**src/rtl/seq_mult_pkg.sv**
```systemverilog
// ============================================================================
// Module      : seq_mult_pkg
// Description : Shared ALU definitions for the sequential multiplier: FSM
//               state encoding and the operand-width helper.
// Revision    : 1.0 - initial release
// ============================================================================
`default_nettype none

package seq_mult_pkg;

    typedef enum logic [1:0] {
        ST_IDLE = 2'd0,
        ST_RUN  = 2'd1,
        ST_DONE = 2'd2
    } state_t;

    function automatic int width(input int s);
        return 2 ** s;
    endfunction

endpackage

`default_nettype wire

```
**src/rtl/seq_mult_if.sv**
```systemverilog
// ============================================================================
// Module      : seq_mult_if
// Description : Operand/product handshake bundle for seq_mult. Carries the
//               signed_op qualifier when SEQ_MULT_SIGNED_EN is defined.
// Revision    : 1.0 - initial release
// ============================================================================
`default_nettype none

interface seq_mult_if
    import seq_mult_pkg::*;
#(
    parameter int S = 3
);
    localparam int c_W = width(S);

    logic               in_valid;
    logic               in_ready;
    logic [c_W-1:0]     a;
    logic [c_W-1:0]     b;
`ifdef SEQ_MULT_SIGNED_EN
    logic               signed_op;
`endif
    logic               out_valid;
    logic               out_ready;
    logic [2*c_W-1:0]   product;
    logic               busy;

`ifdef SEQ_MULT_SIGNED_EN
    modport master (
        output in_valid, a, b, signed_op, out_ready,
        input  in_ready, out_valid, product, busy
    );
    modport slave (
        input  in_valid, a, b, signed_op, out_ready,
        output in_ready, out_valid, product, busy
    );
`else
    modport master (
        output in_valid, a, b, out_ready,
        input  in_ready, out_valid, product, busy
    );
    modport slave (
        input  in_valid, a, b, out_ready,
        output in_ready, out_valid, product, busy
    );
`endif

endinterface

`default_nettype wire

```
**src/rtl/multi_add.sv**
```systemverilog
// ============================================================================
// Module      : multi_add
// Description : W+1-bit add/subtract step. Operands are zero- or
//               sign-extended by sgn; sub inverts b, cin completes negation.
// Revision    : 1.0 - initial release
// ============================================================================
`default_nettype none

module multi_add
    import seq_mult_pkg::*;
#(
    parameter int S = 3
) (
    input  logic [width(S)-1:0] a,
    input  logic [width(S)-1:0] b,
    input  logic                sgn,
    input  logic                sub,
    input  logic                cin,
    output logic [width(S):0]   sum
);
    localparam int c_W = width(S);

    logic [c_W:0] w_ax;
    logic [c_W:0] w_bx;

    assign w_ax = {sgn & a[c_W-1], a};
    assign w_bx = {sgn & b[c_W-1], b} ^ {(c_W + 1){sub}};
    assign sum  = w_ax + w_bx + {{c_W{1'b0}}, cin};

endmodule

`default_nettype wire

```
**src/rtl/seq_mult.sv**
```systemverilog
// ============================================================================
// Module      : seq_mult
// Description : Shift-and-add multiplier, one partial product per clock.
//               SEQ_MULT_SIGNED_EN adds two's-complement operation (signed_op).
// Revision    : 1.0 - initial release
// ============================================================================
`default_nettype none

module seq_mult
    import seq_mult_pkg::*;
#(
    parameter int S = 3
) (
    input  logic          clk,
    input  logic          rst_n,
    seq_mult_if.slave     bus
);
    localparam int            c_W        = width(S);
    localparam logic [S-1:0]  c_CNT_LAST = S'(c_W - 1);

    state_t             r_state;
    state_t             w_state_nxt;
    logic [c_W-1:0]     r_mcand;
    logic [2*c_W-1:0]   r_acc;
    logic [S-1:0]       r_cnt;

    logic               w_last;
    logic               w_take;
    logic               w_sgn;
    logic               w_sub;
    logic [c_W-1:0]     w_addend;
    logic [c_W:0]       w_sum;

`ifdef SEQ_MULT_SIGNED_EN
    logic               r_signed;
    assign w_sgn = r_signed;
`else
    assign w_sgn = 1'b0;
`endif

    assign w_last   = (r_cnt == c_CNT_LAST);
    assign w_take   = r_acc[0];
    assign w_addend = w_take ? r_mcand : '0;
    // Negative multiplier weight lives only in its MSB, handled on the last step.
    assign w_sub    = w_sgn & w_last & w_take;

    multi_add #(
        .S   (S)
    ) u_add (
        .a   (r_acc[2*c_W-1:c_W]),
        .b   (w_addend),
        .sgn (w_sgn),
        .sub (w_sub),
        .cin (w_sub),
        .sum (w_sum)
    );

    always_ff @(posedge clk or negedge rst_n) begin
        if (!rst_n) begin
            r_state <= ST_IDLE;
        end else begin
            r_state <= w_state_nxt;
        end
    end

    always_comb begin
        w_state_nxt = r_state;
        case (r_state)
            ST_IDLE: if (bus.in_valid)  w_state_nxt = ST_RUN;
            ST_RUN:  if (w_last)        w_state_nxt = ST_DONE;
            ST_DONE: if (bus.out_ready) w_state_nxt = ST_IDLE;
            default:                    w_state_nxt = ST_IDLE;
        endcase
    end

    always_ff @(posedge clk or negedge rst_n) begin
        if (!rst_n) begin
            r_mcand  <= '0;
            r_acc    <= '0;
            r_cnt    <= '0;
`ifdef SEQ_MULT_SIGNED_EN
            r_signed <= 1'b0;
`endif
        end else begin
            case (r_state)
                ST_IDLE: begin
                    if (bus.in_valid) begin
                        r_mcand  <= bus.a;
                        r_acc    <= {{c_W{1'b0}}, bus.b};
                        r_cnt    <= '0;
`ifdef SEQ_MULT_SIGNED_EN
                        r_signed <= bus.signed_op;
`endif
                    end
                end
                ST_RUN: begin
                    // Top bit of the sum is carry (unsigned) or sign (signed).
                    r_acc <= {w_sum, r_acc[c_W-1:1]};
                    r_cnt <= r_cnt + S'(1);
                end
                default: ;
            endcase
        end
    end

    assign bus.in_ready  = (r_state == ST_IDLE);
    assign bus.busy      = (r_state == ST_RUN);
    assign bus.out_valid = (r_state == ST_DONE);
    assign bus.product   = (r_state == ST_DONE) ? r_acc : '0;

endmodule

`default_nettype wire

```
**src/flat_wrapper.sv**
```systemverilog
// flat-port wrapper written by rule: the top's interface ports become plain ports
module seq_mult_flat import seq_mult_pkg::*;
#(
    parameter int S = 3
)
  (clk, rst_n, bus_in_valid, bus_a, bus_b, bus_out_ready, bus_in_ready, bus_out_valid, bus_product, bus_busy);
  seq_mult_if #(.S(S)) bus_i ();
  input  logic clk;
  input  logic rst_n;
  input wire logic [$bits(bus_i.in_valid)-1:0] bus_in_valid;
  input wire logic [$bits(bus_i.a)-1:0] bus_a;
  input wire logic [$bits(bus_i.b)-1:0] bus_b;
  input wire logic [$bits(bus_i.out_ready)-1:0] bus_out_ready;
  output wire logic [$bits(bus_i.in_ready)-1:0] bus_in_ready;
  output wire logic [$bits(bus_i.out_valid)-1:0] bus_out_valid;
  output wire logic [$bits(bus_i.product)-1:0] bus_product;
  output wire logic [$bits(bus_i.busy)-1:0] bus_busy;
  assign bus_i.in_valid = bus_in_valid;
  assign bus_i.a = bus_a;
  assign bus_i.b = bus_b;
  assign bus_i.out_ready = bus_out_ready;
  assign bus_in_ready = bus_i.in_ready;
  assign bus_out_valid = bus_i.out_valid;
  assign bus_product = bus_i.product;
  assign bus_busy = bus_i.busy;
  seq_mult #(.S(S)) u_core (.clk(clk), .rst_n(rst_n), .bus(bus_i));
endmodule
```
**config.mk**
```make
export PLATFORM = sky130hd
export DESIGN_NAME = seq_mult_flat
export DESIGN_NICKNAME = d
export VERILOG_FILES = /design/src/rtl/seq_mult_pkg.sv /design/src/rtl/seq_mult_if.sv /design/src/rtl/multi_add.sv /design/src/rtl/seq_mult.sv /design/src/flat_wrapper.sv
export SDC_FILE = /design/constraint.sdc
export NUM_CORES = 1
export LEC_CHECK = 0
export ABC_AREA = 1
export CELL_PAD_IN_SITES_DETAIL_PLACEMENT = 0
export CELL_PAD_IN_SITES_GLOBAL_PLACEMENT = 1
export CORE_ASPECT_RATIO = 0.9
export CORE_UTILIZATION = 36
export DETAILED_ROUTE_END_ITERATION = 8
export GPL_TIMING_DRIVEN = 0
export HOLD_SLACK_MARGIN = 0.12
export PLACE_DENSITY = 0.81
export SYNTH_ARGS = -nofsm -noshare
export SYNTH_HDL_FRONTEND = slang
export SYNTH_SLANG_ARGS = --single-unit
```
**constraint.sdc**
```tcl
create_clock -name clk -period 5.36 [get_ports clk]
set_clock_uncertainty 0.2 [all_clocks]
set_input_delay 1.072 -clock clk [delete_from_list [all_inputs] [get_ports clk]]
set_output_delay 1.072 -clock clk [all_outputs]
set_load 0.01 [all_outputs]
```
==> flow_summary.json <==
{
  "p_comb_share_pct": 55.0,
  "path_clk_slew_ns": 0.06,
  "grt_pass1_vias": 1415,
  "cp_cell_sequence": "inv_1, nor2_1, inv_2, buf_2, nor2_1, clkdlybuf4s50_1",
  "worstSetupPathType": "reg2out",
  "clkPwrFrac_pct": 15.3,
  "p_switching_uw": 567,
  "cp-startpoint": "u_core.r_state[1]",
  "drt_iter0_markers": 69,
  "via_per_inst": 4.54,
  "ctsResizeCount": 0,
  "wl_per_cell_um": 12.6,
  "synthesis.nets": 239,
  "tritoncts": "yes",
  "min_path_type": "reg2reg",
  "end_kind": "output pin",
  "power_density_nw_per_um2": 582,
  "vias": 1435,
  "crit_fanout": 10,
  "crit_buf_inv": 4,
  "final_cell_mix": "45 x nand2_1, 37 x clkdlybuf4s50_1, 32 x inv_1",
  "required_ns": 4.09,
  "min_from": "u_core.r_cnt[0]",
  "finalCriticalPeriod_ns": 3.22,
  "nFillCells": 460,
  "setup_viol": 0,
  "wl_um": 3980,
  "initial_core_util_pct": 38.4,
  "synth_cell_type_count": 30,
  "num_rows": 23,
  "drc": 0,
  "die_area_sq_um": 5160,
  "hold_violations": 0,
  "dp_cells": 308,
  "rsz0062_at_grt": "false",
  "p_sw_share_pct": 42.1,
  "finalMaxSlewViolations": 0,
  "maxCapViolations": 0,
  "clock_path_buffers": 2,
  "synth_top_area_share_pct": 41.3,
  "cp_top_family": "buffers and inverters",
  "synth.avg_cell_area_sq_um": 8.44,
  "rrSetupSlack_ns": 3.02,
  "share_seq_of_total_power_pct": 29.7,
  "antenna_left": 0,
  "grt_overflow": 0,
  "areaGrowthSynthToFinish_pct": 31.6,
  "fmax_mhz": 310,
  "cp_common_cell": "nor2_1",
  "grt_pass1_wl_um": 6960,
  "groute.usage.overall_pct": 18.9,
  "antenna_found_initial": 0,
  "die_h_um": 68.2,
  "max_slew_margin_pct": 55.3,
  "drt_pass1_iterations": 4,
  "grt_max_degree": 30,
  "final_cells": 316,
  "io-pin-count": 39,
  "r2r-start": "u_core.r_acc[0]",
  "syn_inst": 208,
  "outcome": "completed",
  "peakVddDrop_uv": 239,
  "cts-root-buf": "clkbuf_8",
  "routabilityCongestion": 0.778,
  "hold_buffers": 0,
  "coreArea_sq_um": 4580,
  "worstMarginPinSlew_ns": 0.671,
  "worstPathArrival_ns": 1.95,
  "htree_levels": 2,
  "crit_slowest_cell": "clkdlybuf4s50_1",
  "seq_area_frac_synth_pct": 41.3,
  "period_share_pct": 60.1,
  "tns_ns": 0,
  "synth-seq-cells": 29,
  "cts_made_buffers": 5,
  "cts_setup_buffers": 0,
  "power_mw": 1.34,
  "final_common_cell": "nand2_1",
  "port_buffers": 38,
  "cts_num_sinks": 29,
  "yosysTopAreaCell": "dfrtp_1",
  "ys_warn_count": 0,
  "worstSetupStartpointType": "flip-flop",
  "max_stage_delay_ns": 0.55,
  "synth.area.top_cells": "dfrtp_1 41%, nand2_1 9.6%, ha_1 7.1%",
  "drive_above_1_share_pct": 13.4,
  "fin_nets": 284,
  "leakage_nw": 1.17,
  "clkLatencyLatePin_ns": 0.29,
  "n_antenna_cell": 0,
  "die_x_um": 75.6,
  "syn-cell-area_sq_um": 1760,
  "p_int_uw": 778,
  "dpl.hpwl_um": 2860
}
-- metal layers --
metal / global-route usage (%) / vias up / wire (um)
met5: 0 / - / 0
met4: 8.33 / 0 / 88
met3: 5.45 / 6 / 160
met2: 27.0 / 34 / 1660
met1: 26.4 / 645 / 2070
li1: - / 750 / -
-- flip-flops by register name, indices dropped and copies added, names as in the netlist --
signal          cells
u_core.r_acc       16
u_core.r_cnt        3
u_core.r_mcand      8
u_core.r_state      2
-- worst register-to-register path: cells and delay by family (launching register included) --
family,cells,cell delay (ns)
buffers and inverters,2,0.30
AND/OR/NAND/NOR,6,0.60
AO/OA/AOI/OAI,1,0.16
adder cells (fa/ha/maj),2,0.58
flip-flops,1,0.37
-- synth_stat cells, drive strengths merged --
master and count:
xor2 1, inv 35, nor3 5, or2 1
o21ai 8, nand3b 2, ha 10, nor2 31
mux2 8, a22o 2, o31ai 1, o22ai 2
nand2 48, clkbuf 1, dfrtp 29, buf 5
a21oi 5, fa 1, a211oi 5, nand3 6
o211ai 2
-- path summary, 6_finish.rpt --
| kind | cells past startpoint | endpoint |
|---|---|---|
| min reg2reg | 1 | u_core.r_cnt[0] |
| min | 1 | u_core.r_cnt[0] |
| min in group asynchronous | 1 | u_core.r_acc[11] |
| max reg2reg | 11 | u_core.r_acc[15] |
| max in group asynchronous | 1 | u_core.r_acc[9] |
| max | 6 | bus_product[5] |
-- power groups by stage --
stage / sequential [mW] / clock, mW / combinational [mW]
finish: 0.399 / 0.206 / 0.740
global route: 0.415 / 0.223 / 0.853
CTS: 0.400 / 0.212 / 0.751
detailed placement: 0.403 / 0 / 0.749
global placement: 0.399 / 0 / 0.739
floorplan: 0.386 / 0 / 0.573
-- cell families after synthesis --
group,count (synthesis),synth area share (%)
compound gates,25,9.98
xor+xnor,1,0.499
fa+ha+maj,11,8.27
buf+inv,41,10.5
flops,29,41.3
mux,8,5.99
simple gates,93,23.4
-- area by class of cell --
| cell class | instances | area (sq um) | area share [%] |
|---|---|---|---|
| clock buffer | 7 | 96.3 | 4.17 |
| tap | 62 | 77.6 | 3.36 |
| buffer | 6 | 50.0 | 2.17 |
| clock inverter | 1 | 5.00 | 0.217 |
| multi-input combinational | 138 | 846 | 36.6 |
| timing repair buffer | 38 | 375 | 16.3 |
| sequential | 29 | 726 | 31.4 |
| inverter | 35 | 134 | 5.80 |
-- per-stage QoR --
step | hold WS (ns) | util [%] | cell area, sq um | setup WS [ns]
5_1_grt | 0.328 | 50.5 | 2310 | 2.00
6_report | 0.287 | 50.5 | 2310 | 2.14
3_5_place_dp | 0.275 | 48.4 | 2210 | 2.43
3_3_place_gp | 0.272 | 48.4 | 2210 | 2.44
4_1_cts | 0.293 | 50.6 | 2310 | 2.09
2_1_floorplan | 0.250 | - | 1760 | 2.95
No activity file was read; power rests on OpenSTA's default activity.
